===== config.mk =====
export PLATFORM = sky130hd
export DESIGN_NAME = tx_desc_fetch
export DESIGN_NICKNAME = d
export VERILOG_FILES = /design/src/rtl/tx_desc_fetch.sv
export SDC_FILE = /design/constraint.sdc
export NUM_CORES = 1
export LEC_CHECK = 0
export BUFFER_PORTS_ARGS = -buffer_cell sky130_fd_sc_hd__buf_4
export CAP_MARGIN = 30
export CORE_MARGIN = 5
export CORE_UTILIZATION = 59
export CTS_BUF_LIST = sky130_fd_sc_hd__clkbuf_8
export CTS_CLUSTER_DIAMETER = 100
export CTS_CLUSTER_SIZE = 25
export DETAILED_ROUTE_END_ITERATION = 16
export MAX_ROUTING_LAYER = met4
export PLACE_DENSITY = 0.89
export SLEW_MARGIN = 5
export SYNTH_ARGS = -nofsm -noshare
export SYNTH_HDL_FRONTEND = slang
export SYNTH_SLANG_ARGS = --single-unit
export TNS_END_PERCENT = 20

===== constraint.sdc =====
create_clock -name aclk -period 12.7 [get_ports aclk]
set_input_delay 2.54 -clock aclk [delete_from_list [all_inputs] [get_ports aclk]]
set_output_delay 2.54 -clock aclk [all_outputs]
set_load 0.02 [all_outputs]

===== src/rtl/tx_desc_fetch.sv =====
// Transmit descriptor fetch engine: walks the host TX ring from the fetch pointer
// towards TDT and issues one three-beat iDMA read command per contiguous chunk.
module tx_desc_fetch #(
    parameter int BURST_MAX = 16
) (
    input  logic        aclk,
    input  logic        areset,
    input  logic        EN,
    input  logic [63:0] TDBA,
    input  logic [12:0] TDLEN,
    input  logic [15:0] TDH,
    input  logic [15:0] TDT,
    input  logic [7:0]  space_avail,
    output logic [31:0] cmd_tdata,
    output logic        cmd_tvalid,
    output logic        cmd_tlast,
    input  logic        cmd_tready,
    input  logic [31:0] cpl_tdata,
    input  logic        cpl_tvalid,
    input  logic        cpl_tlast,
    output logic        cpl_tready,
    output logic [15:0] fetch_ptr,
    output logic        fetch_done,
    output logic [7:0]  fetch_cnt,
    output logic        busy,
    output logic        err
);

    typedef enum logic [2:0] {
        IDLE, CALC, CMD0, CMD1, CMD2, WAIT_CPL, UPDATE, HALT
    } state_t;

    localparam logic [16:0] BURST_LIM = 17'(BURST_MAX);

    state_t      state_reg;
    logic [15:0] fptr_reg;
    logic [15:0] next_ptr_reg;
    logic [7:0]  count_reg;
    logic [63:0] addr_reg;
    logic [31:0] cmd_tdata_reg;
    logic        cmd_tvalid_reg;
    logic        cmd_tlast_reg;
    logic        cpl_tready_reg;
    logic        fetch_done_reg;
    logic [7:0]  fetch_cnt_reg;
    logic        err_reg;

    logic [16:0] ring_n;
    logic [16:0] fptr_ext;
    logic [16:0] tdt_ext;
    logic        cfg_valid;
    logic [16:0] pending;
    logic [16:0] to_wrap;
    logic [16:0] min_cnt;
    logic [7:0]  count_next;
    logic [63:0] addr_next;
    logic [16:0] fptr_adv;
    logic [15:0] next_ptr_next;

    logic unused_cpl;
    assign unused_cpl = &{1'b0, cpl_tdata[31:2], cpl_tlast};

    assign ring_n   = {1'b0, TDLEN, 3'b000};
    assign fptr_ext = {1'b0, fptr_reg};
    assign tdt_ext  = {1'b0, TDT};
    // A stale TDH beyond the ring end is treated like a bad config rather than underflowing.
    assign cfg_valid = (ring_n != 17'd0) && (tdt_ext < ring_n) && (fptr_ext < ring_n);
    assign pending   = (tdt_ext >= fptr_ext) ? (tdt_ext - fptr_ext)
                                             : (tdt_ext + ring_n - fptr_ext);
    assign to_wrap   = ring_n - fptr_ext;

    always_comb begin
        min_cnt = pending;
        if (to_wrap < min_cnt)
            min_cnt = to_wrap;
        if (BURST_LIM < min_cnt)
            min_cnt = BURST_LIM;
        if ({9'd0, space_avail} < min_cnt)
            min_cnt = {9'd0, space_avail};
    end

    assign count_next    = min_cnt[7:0];
    assign addr_next     = TDBA + {44'd0, fptr_reg, 4'b0000};
    assign fptr_adv      = fptr_ext + {9'd0, count_next};
    assign next_ptr_next = (fptr_adv == ring_n) ? 16'd0 : fptr_adv[15:0];

    always_ff @(posedge aclk) begin
        if (areset) begin
            state_reg      <= IDLE;
            fptr_reg       <= 16'd0;
            next_ptr_reg   <= 16'd0;
            count_reg      <= 8'd0;
            addr_reg       <= 64'd0;
            cmd_tdata_reg  <= 32'd0;
            cmd_tvalid_reg <= 1'b0;
            cmd_tlast_reg  <= 1'b0;
            cpl_tready_reg <= 1'b0;
            fetch_done_reg <= 1'b0;
            fetch_cnt_reg  <= 8'd0;
            err_reg        <= 1'b0;
        end else begin
            fetch_done_reg <= 1'b0;
            err_reg        <= 1'b0;
            case (state_reg)
                IDLE: begin
                    fptr_reg <= TDH;
                    if (EN)
                        state_reg <= CALC;
                end
                CALC: begin
                    if (!EN) begin
                        state_reg <= IDLE;
                    end else if (cfg_valid && count_next != 8'd0) begin
                        // Length, address and next pointer are frozen here for the whole command.
                        count_reg      <= count_next;
                        addr_reg       <= addr_next;
                        next_ptr_reg   <= next_ptr_next;
                        cmd_tdata_reg  <= {4'h1, 12'h000, 4'h0, count_next, 4'h0};
                        cmd_tvalid_reg <= 1'b1;
                        state_reg      <= CMD0;
                    end
                end
                CMD0: begin
                    if (cmd_tready) begin
                        cmd_tdata_reg <= addr_reg[31:0];
                        state_reg     <= CMD1;
                    end
                end
                CMD1: begin
                    if (cmd_tready) begin
                        cmd_tdata_reg <= addr_reg[63:32];
                        cmd_tlast_reg <= 1'b1;
                        state_reg     <= CMD2;
                    end
                end
                CMD2: begin
                    if (cmd_tready) begin
                        cmd_tdata_reg  <= 32'd0;
                        cmd_tvalid_reg <= 1'b0;
                        cmd_tlast_reg  <= 1'b0;
                        cpl_tready_reg <= 1'b1;
                        state_reg      <= WAIT_CPL;
                    end
                end
                WAIT_CPL: begin
                    if (cpl_tvalid) begin
                        cpl_tready_reg <= 1'b0;
                        if (cpl_tdata[1:0] == 2'b00) begin
                            fptr_reg       <= next_ptr_reg;
                            fetch_done_reg <= 1'b1;
                            fetch_cnt_reg  <= count_reg;
                            state_reg      <= UPDATE;
                        end else begin
                            err_reg   <= 1'b1;
                            state_reg <= HALT;
                        end
                    end
                end
                UPDATE: begin
                    state_reg <= CALC;
                end
                HALT: begin
                    if (!EN)
                        state_reg <= IDLE;
                end
                default: begin
                    state_reg <= IDLE;
                end
            endcase
        end
    end

    assign cmd_tdata  = cmd_tdata_reg;
    assign cmd_tvalid = cmd_tvalid_reg;
    assign cmd_tlast  = cmd_tlast_reg;
    assign cpl_tready = cpl_tready_reg;
    assign fetch_ptr  = fptr_reg;
    assign fetch_done = fetch_done_reg;
    assign fetch_cnt  = fetch_cnt_reg;
    assign err        = err_reg;
    assign busy       = (state_reg == CMD0) || (state_reg == CMD1) || (state_reg == CMD2) ||
                        (state_reg == WAIT_CPL) || (state_reg == UPDATE);

endmodule


# Word level (Yosys, flattened, before mapping)
# Cells that the tools add are included.
# classes
n_addsub	6
magnitude_cmp	6
n_eq_ne	18
n_mux	34
bitwise_logic	2
reduce_logical	25
# ops
op	count
2-to-1 mux 32 bit	5
one-hot mux 32 bit (4 select lines)	1
adder 64 x 20 -> 64 bit	1
2-to-1 mux 17 bit	3
2-to-1 mux 16 bit	3
subtractor 16 x 16 -> 17 bit	2
< comparator 16 bit	2
one-hot mux 16 bit (2 select lines)	1
2-to-1 mux 3 bit	8
one-hot mux 3 bit (8 select lines)	1
!= test 2 bit, second input constant	9
adder 16 x 16 -> 17 bit	1
adder 16 x 8 -> 17 bit	1
equality test 17 x 16 -> 1 bit	1
< comparator 17 bit	1
< comparator 5 x 17 -> 1 bit, first input constant	1
< comparator 8 x 17 -> 1 bit	1
nonzero test 17 bit	1
subtractor 17 x 16 -> 17 bit	1
>= comparator 16 bit	1
AND reduction 3 bit	5
equality test 3 bit, second input constant	4
2-to-1 mux 1 bit	8
2-to-1 mux 8 bit	1
other kinds (16)	28
# word_totals
reg_bits	152
inputBits	155
out_inout_bits	62
word_cells	103

# Longest topological paths before layout
# Gate-level depths: netlist of the first run.
# depth
depth_word	14
ltp_mapped	49
depth_no_buf	47

# Worst setup path before layout of the first run
# OpenSTA, ideal clock, no wires.
# synth_path
kind	input port to flip-flop
from	input port TDLEN[4]
to	register next_ptr_reg[3]
setup_ns	0.123
arrival_ns	11.515
required_time_ns	12.577
slack_ns	1.063
path_stages	47
n_path_buf	2
path_cell_list	inv_1 > fa_1 > inv_1 > ha_1 > a211o_1 > o32ai_4 > o221ai_1 > o31ai_1 > xnor2_1 > mux2i_1 > ha_1 > a21o_1 > a21o_1 > a21oi_1 > o21a_1 > nand2_1 > clkbuf_1 > nor4_1 > (+11 left out) > nor2_1 > a32oi_1 > inv_1 > ha_1 > fa_1 > and3_1 > o211ai_1 > a21oi_1 > o21ai_0 > a211oi_1 > xnor2_1 > xnor2_1 > nand4_1 > a2111oi_0 > and4_1 > or4_4 > buf_6 > o2bb2ai_2
# synth_between
elab_chain_cells	12
elab_cells_between_ends	21
classes_between	4 x add/sub; 5 x order compare; 1 x eq/ne; 5 x mux; 6 x reduce/logical
# synth_rtl
item	line_no	text
from (decl)	10	input logic [12:0] TDLEN,
adder 16 x 16 -> 17 bit	69	: (tdt_ext + ring_n - fptr_ext);
subtractor 17 x 16 -> 17 bit	69	
2-to-1 mux 17 bit	68	assign pending = (tdt_ext >= fptr_ext) ? (tdt_ext - fptr_ext)
< comparator 17 bit	74	if (to_wrap < min_cnt)
2-to-1 mux 17 bit *	74	
< comparator 5 x 17 -> 1 bit	76	if (BURST_LIM < min_cnt)
2-to-1 mux 17 bit *	76	
< comparator 8 x 17 -> 1 bit	78	if ({9'd0, space_avail} < min_cnt)
2-to-1 mux 8 bit *	78	
net min_cnt[0]	54	logic [16:0] min_cnt;
adder 16 x 8 -> 17 bit / nonzero test 8 bit (equally long branches)	84, 113	
equality test 17 x 16 -> 1 bit / logical AND 1 bit (equally long branches)	85, 113	
2-to-1 mux 16 bit / AND reduction 3 bit (equally long branches)	--	
to (signal assigned)	117	next_ptr_reg <= next_ptr_next;
to (decl)	37	logic [15:0] next_ptr_reg;
# The timed path passes the listed nets; every way through them passes the cells marked *.
# A chain may end at the register's enable or synchronous reset.

# Worst setup path after layout of the first run
# layout_path
from	input port TDLEN[2]
to	register next_ptr_reg[15]
# The elaborated chain is that of the path after synthesis.

==> results.py, run 1 <==
metrics = {
    "run_status": {
        "status": "finished clean",
    },
    "cts": {
        "clk_latency_ns": 0.47,
        "cts_tree": "yes",
        "cts_max_level": 4,
        "ctsRootBufferMaster": "clkbuf_8",
        "numCtsBuffers": 17,
        "ctsLongestPathBuffers": 2,
        "clock_sink_count": 152,
        "clkTransAtPathRegs_ns": 0.10,
    },
    "power_and_ir_drop": {
        "p_seq_frac": 0.292,
        "p_switching_w": 0.0007356,
        "power_leakage_nw": 6.158,
        "combPwrFrac": 0.481,
        "power_density_mw_per_mm2": 119.5,
        "swShare": 0.4107,
        "vdd_drop_max_uv": 73.48,
        "finalPower_w": 0.001791,
        "power_frac_clock": 0.228,
        "p_int_w": 0.001055,
    },
    "global_routing": {
        "grt_pass1_wl_um": 64380,
        "grt_overflow": 0,
        "grt_max_degree": 83,
        "antenna_found_initial": 0,
        "grtUsageTotal": 0.3308,
        "first_global_vias": 12790,
    },
    "floorplanning": {
        "initial_core_util": 0.6012,
        "die_h_um": 156.8,
        "die_x_um": 156.8,
        "ioPinCount": 217,
        "placementRows": 53,
        "dieArea_mm2": 0.02459,
        "core_mm2": 0.02115,
    },
    "critical_path": {
        "crit_type": "in -> reg",
        "cp_max_fo": 6,
        "cp-end-kind": "register",
        "cp-start-kind": "input pin",
        "slowest_delay_ns": 0.57,
        "path_buf_inv": 6,
        "arrival_ns": 12.47,
        "worst_path_max_delay_cell": "fa_1",
        "path_delay_family": "compound AO/OA/AOI/OAI gates",
        "worstPathRequired_ns": 13.05,
    },
    "placed_design": {
        "dp_hpwl_um": 30550,
        "routabilityCongestion": 0.9724,
        "port-buffer-count": 185,
        "place_area_mm2": 0.01451,
    },
    "final_layout": {
        "design_area_mm2": 0.01498,
        "fin_nets": 2039,
        "largest_reg_flops": 64,
        "diodes": 0,
        "final_util": 0.7082,
        "layout-drive-gt1-share": 0.1868,
        "syn_to_final_growth_pct": 17.81,
    },
    "routing": {
        "first_pass_iters": 5,
        "routed_via_density": 6.383,
        "drcViolationCount": 0,
        "wl_um": 40510,
        "detail-route-antenna-nets": 0,
        "avgRoutedWirePerCell_um": 19.79,
        "vias": 13070,
        "first_iter_violations": 1228,
    },
    "sta": {
        "finalMaxSlewViolations": 0,
        "slew_headroom": 0.3397,
        "fin_crit_sh": 0.9537,
        "worst_clock_skew_ns": 0.01954,
        "period_needed_ns": 12.11,
        "setup_viol": 0,
        "fmax_ghz": 0.08256,
        "hold_viol_final": 0,
        "tightest_slew_ns": 0.9905,
    },
    "logic_synthesis": {
        "netlist_area_mm2": 0.01272,
        "synthCells": 1585,
        "synth_enable_flop_cells": 0,
        "synth-seq-cells": 152,
        "seq_area_frac_synth": 0.2393,
        "async_flop_share": 0,
        "syn_area_per_cell_um2": 8.023,
        "ys.flop_type": "dfxtp_1",
        "yosysUniqueCellTypes": 87,
        "yosysWarnings": 0,
    },
    "hold_path": {
        "min_path_type": "reg -> reg",
    },
    "job": {
        "max-cap-violations": 0,
    },
}
through the flow:
| step | cells | hold slack (ns) | worst slack (ns) | TNS [ns] |
|---|---|---|---|---|
| after floorplan | 1587 | 0.4284 | 1.063 | 0 |
| after global placement | 2013 | 0.4412 | 0.3229 | 0 |
| after detailed placement | 2014 | 0.4452 | 0.2070 | 0 |
| after CTS | 2046 | 0.4540 | 0.6408 | 0 |
| after global routing | 2047 | 0.4718 | -0.0003801 | -0.0003801 |
| final | 2047 | 0.4524 | 0.5874 | 0 |
worst paths after layout:
kind | cells past startpoint | slack (ns) | start | endpoint
min reg2reg | 2 | 0.45 | count_reg[6] | fetch_cnt[6]
min | 2 | 0.45 | count_reg[6] | fetch_cnt[6]
max reg2reg | 46 | 2.17 | fetch_ptr[4] | next_ptr_reg[15]
max | 47 | 0.59 | TDLEN[2] | next_ptr_reg[15]
cell type report:
class | instances | area, µm²
clock buffer | 19 | 261.5
clock inverter | 13 | 176.4
fill | 1616 | 6172
inverter | 100 | 375.4
multi-input combinational | 1254 | 8996
sequential | 152 | 3044
tap | 275 | 344.1
timing repair buffer | 234 | 1784
repair_timing:
item                                    CTS  global route
buffers inserted                          0             0
resized for setup                         0             4
endpoints found under the setup margin    0            13
hold buffers                              0             0
hold endpoints to repair                  0             0
metal layers:
layer / up-vias / global-route usage / routed length, µm
met5: - / - / 0
met4: 0 / 0.1285 / 1687
met3: 130 / 0.04646 / 3045
met2: 644 / 0.5536 / 19460
met1: 6173 / 0.4038 / 16320
li1: 6119 / - / -
cell usage after synthesis, types with 12 or more instances:
cell	n	area, µm²
nor2_1	103	386.6
o21ai_0	78	390.4
nand2b_1	12	75.07
a21o_1	27	202.7
inv_1	100	375.4
nand2_1	128	480.5
nor2b_1	24	150.1
o21a_1	18	135.1
a211oi_2	23	287.8
dfxtp_1	152	3043
and3_1	15	93.84
nand4_1	23	143.9
fa_1	18	360.4
xnor2_1	74	648.1
o2bb2ai_1	26	227.7
xor2_1	38	332.8
clkbuf_1	57	214.0
nand3_1	81	405.4
ha_1	107	1339
mux2i_1	42	420.4
a211oi_1	31	232.7
a311oi_1	19	166.4
a21oi_1	159	795.8
nor3_1	35	175.2
worst reg2reg max path, delay by kind of cell (launching register included):
kind / cells / cell delay (ns)
AO/OA/AOI/OAI: 20 / 4.50
XOR/XNOR: 2 / 0.36
adder cells (fa/ha/maj): 6 / 2.06
buffers and inverters: 4 / 0.67
flip-flops: 1 / 0.55
multiplexers: 1 / 0.14
AND/OR/NAND/NOR: 13 / 2.13
logic make-up after synthesis:
family          Yosys count  synth area share
compound gates          493            0.2707
xor+xnor                114           0.08068
fa+ha+maj               125            0.1336
buf+inv                 181           0.05795
flops                   152            0.2393
mux                      44           0.03512
other cells               1         0.0002949
simple gates            475            0.1824
placed cells by master (no fill, tap or decap), types with 5 or more instances in the layout:
cell,count
inv_1,100
nand3_1,81
and3_1,15
o21bai_1,8
xnor2_1,74
o21ai_0,77
a211oi_1,31
mux2i_1,42
nand2_1,128
o211ai_1,8
a211oi_2,23
ha_1,107
o32ai_1,5
nor2_1,102
a21oi_1,159
xor2_1,38
o21ai_1,6
o2bb2ai_1,26
a211o_1,5
and4_1,11
nor4_1,11
a311oi_1,19
a22o_1,6
o31ai_1,6
inv_8,5
and2_1,5
a31oi_1,9
a21o_1,27
or3_1,6
nor3_1,35
dfxtp_1,151
nor2b_1,24
nand4_1,23
buf_4,231
o21a_1,18
fa_1,18
o2bb2ai_2,8
clkbuf_8,19
nand2b_1,12
power groups by stage:
stage	clock network, W	registers (W)	logic (W)
floorplan	0	0.000530	0.000592
global placement	0	0.000531	0.000815
detailed placement	0	0.000531	0.000838
CTS	0.000407	0.000521	0.000846
global route	0.000432	0.000524	0.000946
finish	0.000408	0.000522	0.000861
Note: power is estimated with default switching activity, not from simulation.
==> inputs of run 2 (changes only) <==
--- a/config.mk
+++ b/config.mk
@@ -8,13 +8,13 @@
 export BUFFER_PORTS_ARGS = -buffer_cell sky130_fd_sc_hd__buf_4
 export CAP_MARGIN = 30
 export CORE_MARGIN = 5
-export CORE_UTILIZATION = 59
+export CORE_UTILIZATION = 45
 export CTS_BUF_LIST = sky130_fd_sc_hd__clkbuf_8
 export CTS_CLUSTER_DIAMETER = 100
 export CTS_CLUSTER_SIZE = 25
 export DETAILED_ROUTE_END_ITERATION = 16
 export MAX_ROUTING_LAYER = met4
-export PLACE_DENSITY = 0.89
+export PLACE_DENSITY = 0.72
 export SLEW_MARGIN = 5
 export SYNTH_ARGS = -nofsm -noshare
 export SYNTH_HDL_FRONTEND = slang
==> results.py, run 2 (synthesis results as in run 1) <==
metrics = {
    "sta": {
        "fmax_ghz": 0.08430,
        "setup_viol": 0,
        "setup_tns_ns": 0,
        "hold_viol_final": 0,
        "period_needed_ns": 11.86,
        "slew_headroom": 0.3713,
        "setup_ws_ns": 0.8380,
        "finalMaxSlewViolations": 0,
        "worst_clock_skew_ns": 0.01627,
        "whs_ns": 0.4621,
        "tightest_slew_ns": 0.9430,
        "fin_crit_sh": 0.9340,
        "rsz0062_at_grt": "no",
    },
    "critical_path": {
        "slowest_delay_ns": 0.54,
        "worst_path_max_delay_cell": "fa_1",
        "cp-end-kind": "register",
        "path_delay_family": "compound AO/OA/AOI/OAI gates",
        "cp_max_fo": 6,
        "arrival_ns": 12.21,
        "worstPathRequired_ns": 13.05,
        "path_buf_inv": 5,
        "crit_type": "in -> reg",
        "cp-start-kind": "input pin",
    },
    "global_routing": {
        "grt_overflow": 0,
        "grt_pass1_wl_um": 64340,
        "grt_max_degree": 82,
        "antenna_found_initial": 1,
        "grtUsageTotal": 0.2583,
        "first_global_vias": 12470,
    },
    "power_and_ir_drop": {
        "power_density_mw_per_mm2": 117.5,
        "power_leakage_nw": 6.213,
        "vdd_drop_max_uv": 87.03,
        "power_frac_clock": 0.223,
        "combPwrFrac": 0.484,
        "p_int_w": 0.001065,
        "swShare": 0.4038,
        "p_seq_frac": 0.293,
        "p_switching_w": 0.0007210,
    },
    "cts": {
        "numCtsBuffers": 17,
        "clkTransAtPathRegs_ns": 0.09,
        "clk_latency_ns": 0.46,
        "cts_hold_buf": 0,
        "cts_tree": "yes",
        "cts_max_level": 4,
        "ctsRootBufferMaster": "clkbuf_8",
        "ctsLongestPathBuffers": 2,
        "clock_sink_count": 152,
    },
    "final_layout": {
        "design_area_mm2": 0.01520,
        "layout-drive-gt1-share": 0.1911,
        "syn_to_final_growth_pct": 19.50,
        "regArea_mm2": 0.003044,
        "most-common-layout-cells": "buf_4 (242), a21oi_1 (159), dfxtp_1 (151), nand2_1 (127), ha_1 (107)",
        "multi_input_area_mm2": 0.008994,
        "fillers": 2647,
        "final_util": 0.5455,
        "fin_nets": 2051,
        "final_common_cell": "buf_4",
        "largest_reg_flops": 64,
    },
    "hold_path": {
        "min_path_type": "reg -> reg",
    },
    "job": {
        "max-cap-violations": 0,
    },
    "placed_design": {
        "place_area_mm2": 0.01476,
        "dp_hpwl_um": 31310,
        "routabilityCongestion": 0.9215,
        "dpl_worst_slack_ns": 0.2236,
        "port-buffer-count": 185,
    },
    "floorplanning": {
        "die_x_um": 178.1,
        "die_h_um": 178.1,
        "initial_core_util": 0.4565,
        "ioPinCount": 217,
        "placementRows": 61,
        "dieArea_mm2": 0.03172,
        "core_mm2": 0.02786,
    },
    "routing": {
        "drcViolationCount": 0,
        "avgRoutedWirePerCell_um": 18.50,
        "routed_via_density": 5.836,
        "first_pass_iters": 6,
        "detail-route-antenna-nets": 0,
        "vias": 12620,
        "first_iter_violations": 915,
        "wl_um": 40030,
    },
    "run_status": {
        "status": "finished clean",
    },
}
-- run 2: per-layer routing --
| metal | part of all wire | vias to the layer above | track usage |
|---|---|---|---|
| met5 | 0 | - | - |
| li1 | - | 6161 | - |
| met1 | 0.44 | 5965 | 0.3310 |
| met4 | 0.032 | 0 | 0.08927 |
| met3 | 0.062 | 81 | 0.04112 |
| met2 | 0.47 | 417 | 0.4158 |
-- run 2: power groups by stage --
stage	combinational (W)	sequential, W	clock, W
2_1_floorplan	0.000592	0.000530	0
3_3_place_gp	0.000837	0.000533	0
3_5_place_dp	0.000849	0.000534	0
4_1_cts	0.000856	0.000523	0.000404
5_1_grt	0.000960	0.000526	0.000424
6_report	0.000864	0.000523	0.000398
-- run 2: cell type report --
type | count | share of cell area
Sequential cell | 152 | 0.2003
Inverter | 100 | 0.02470
Antenna cell | 1 | 0.0001647
Tap cell | 378 | 0.03112
Clock buffer | 17 | 0.01540
Multi-Input combinational cell | 1254 | 0.5918
Timing Repair Buffer | 246 | 0.1242
Clock inverter | 15 | 0.01235
-- run 2: worst paths after layout --
kind,cells after the start,endpoint,slack [ns],startpoint
max,47,next_ptr_reg[15],0.84,TDLEN[4]
min,2,fetch_cnt[0],0.46,fetch_cnt[0]
max reg2reg,44,next_ptr_reg[15],2.25,fetch_ptr[1]
min reg2reg,2,fetch_cnt[0],0.46,fetch_cnt[0]
-- run 2: metrics by stage --
step / instances / total power, W
after floorplan: 1587 / 0.001122
after global placement: 2127 / 0.001370
after detailed placement: 2130 / 0.001383
after CTS: 2162 / 0.001782
after global routing: 2163 / 0.001910
final: 2163 / 0.001786
-- run 2: tightest hold or removal path, stage by stage, from the launching register on --
cell	delay [ns]
dfxtp_1	0.32
nand2_1	0.05
a21oi_1	0.05
-- run 2: timing repair --
action | CTS | global route
setup buffers | 0 | 0
resized for setup | 0 | 5
endpoints found under the setup margin | 0 | 13
==> inputs of run 3 (changes only) <==
--- a/config.mk
+++ b/config.mk
@@ -15,6 +15,7 @@
 export DETAILED_ROUTE_END_ITERATION = 16
 export MAX_ROUTING_LAYER = met4
 export PLACE_DENSITY = 0.72
+export REMOVE_ABC_BUFFERS = 1
 export SLEW_MARGIN = 5
 export SYNTH_ARGS = -nofsm -noshare
 export SYNTH_HDL_FRONTEND = slang
==> results.py, run 3 (synthesis results as in run 1) <==
metrics = {
    "final_layout": {
        "regArea_mm2": 0.003044,
        "most-common-layout-cells": "buf_4 (219), a21oi_1 (159), dfxtp_1 (151), nand2_1 (127), ha_1 (107)",
        "final-instance-count-excl-fill": 2139,
        "syn_to_final_growth_pct": 17.73,
        "fin_nets": 2026,
        "final_common_cell": "buf_4",
        "fillers": 2694,
        "largest_reg_flops": 64,
        "multi_input_area_mm2": 0.009006,
        "layout-drive-gt1-share": 0.1814,
    },
    "routing": {
        "first_pass_iters": 5,
        "detail-route-antenna-nets": 0,
        "first_iter_violations": 999,
        "vias": 12480,
        "avgRoutedWirePerCell_um": 18.53,
        "wl_um": 39630,
        "drcViolationCount": 0,
        "routed_via_density": 5.835,
    },
    "placed_design": {
        "port-buffer-count": 185,
        "routabilityCongestion": 0.9820,
        "dp_hpwl_um": 30980,
        "dp.cells": 2105,
    },
    "sta": {
        "tightest_slew_ns": 0.9975,
        "setup_viol": 0,
        "rsz0062_at_grt": "no",
        "hold_viol_final": 0,
        "setup_tns_ns": 0,
        "fin_crit_sh": 0.9383,
        "fmax_ghz": 0.08392,
        "worst_clock_skew_ns": 0.01827,
        "finalMaxSlewViolations": 0,
        "slew_headroom": 0.3318,
        "period_needed_ns": 11.92,
    },
    "cts": {
        "ctsLongestPathBuffers": 2,
        "numCtsBuffers": 17,
        "ctsRootBufferMaster": "clkbuf_8",
        "clk_latency_ns": 0.47,
        "clock_sink_count": 152,
        "cts_setup_buffers": 0,
        "cts_tree": "yes",
        "cts_max_level": 4,
        "clkTransAtPathRegs_ns": 0.09,
    },
    "critical_path": {
        "path_delay_family": "compound AO/OA/AOI/OAI gates",
        "slowest_delay_ns": 0.59,
        "cpMostUsedCell": "a21oi_1",
        "worst_path_max_delay_cell": "o2bb2ai_1",
        "worstPathRequired_ns": 13.09,
        "cp_max_fo": 8,
        "cp-end-kind": "register",
        "crit_type": "in -> reg",
        "path_buf_inv": 6,
        "cp-start-kind": "input pin",
        "arrival_ns": 12.31,
    },
    "floorplanning": {
        "die_h_um": 178.1,
        "ioPinCount": 217,
        "placementRows": 61,
        "initial_core_util": 0.4565,
        "die_x_um": 178.1,
        "core_mm2": 0.02786,
        "dieArea_mm2": 0.03172,
    },
    "global_routing": {
        "grt_max_degree": 78,
        "grtUsageTotal": 0.2481,
        "grt_pass1_wl_um": 61890,
        "grt_overflow": 0,
        "antenna_found_initial": 2,
        "first_global_vias": 11620,
    },
    "job": {
        "max-cap-violations": 0,
    },
    "run_status": {
        "status": "finished clean",
    },
    "power_and_ir_drop": {
        "vdd_drop_max_uv": 62.45,
        "power_density_mw_per_mm2": 117.2,
        "power_leakage_nw": 6.072,
    },
    "hold_path": {
        "min_path_type": "reg -> reg",
    },
}
[run 3: cell types whose count changed in the layout (fill, tap and decap cells not counted), moves of 2 or more]
cell | previous run | this run
bufinv_16 | 3 | 1
inv_8 | 2 | 5
buf_12 | 2 | 0
inv_1 | 102 | 100
buf_4 | 242 | 219
[run 3: tightest hold or removal path: cells and delay by family, from the launching register on]
| family | cells | cell delay [ns] |
|---|---|---|
| flops | 1 | 0.32 |
| simple gates | 1 | 0.05 |
| compound gates | 1 | 0.05 |
[run 3: power by group]
part | switching [W] | internal, W
Combinational | 0.000497 | 0.000356
Sequential | 0.0000252 | 0.000495
Clock | 0.000213 | 0.000169
Total | 0.000735 | 0.00102
[run 3: per-layer routing]
| layer | wire length, µm | vias up | GRT usage |
|---|---|---|---|
| met1 | 18400 | 5905 | 0.3458 |
| met2 | 18040 | 420 | 0.3854 |
| met5 | 0 | - | - |
| met3 | 2513 | 48 | 0.03497 |
| li1 | - | 6107 | - |
| met4 | 679 | 0 | 0.05285 |
[run 3: worst paths after layout]
| kind | from | to | slack, ns | cells past startpoint |
|---|---|---|---|---|
| setup / recovery | TDLEN[2] | next_ptr_reg[12] | 0.78 | 45 |
| hold / removal | fetch_cnt[3] | fetch_cnt[3] | 0.46 | 2 |
| hold reg to reg | fetch_cnt[3] | fetch_cnt[3] | 0.46 | 2 |
| setup reg to reg | fetch_ptr[1] | next_ptr_reg[12] | 2.21 | 44 |
[run 3: final cells by class]
class / count / area share
Sequential cell: 152 / 0.2033
Antenna cell: 2 / 0.0003343
Multi-Input combinational cell: 1254 / 0.6015
Clock buffer: 18 / 0.01655
Inverter: 100 / 0.02507
Clock inverter: 14 / 0.01003
Timing Repair Buffer: 221 / 0.1116
Tap cell: 378 / 0.03159
[run 3: timing repair]
item | in CTS | in global routing
setup endpoints to repair | 0 | 13
hold buffers | 0 | 0
gates resized for setup | 0 | 6
[run 3: through the flow]
stage            util  hold WS [ns]  worst slack (ns)  cell area, µm²  total power (W)
4_1_cts        0.5362        0.4615            0.7213           14940         0.001737
3_3_place_gp   0.5210        0.4414            0.4343           14510         0.001344
3_5_place_dp   0.5219        0.4483            0.2848           14540         0.001358
2_1_floorplan       -        0.4223            0.9965           12360         0.001109
6_report       0.5374        0.4621            0.7837           14970         0.001755
5_1_grt        0.5374        0.4783           0.01753           14970         0.001866
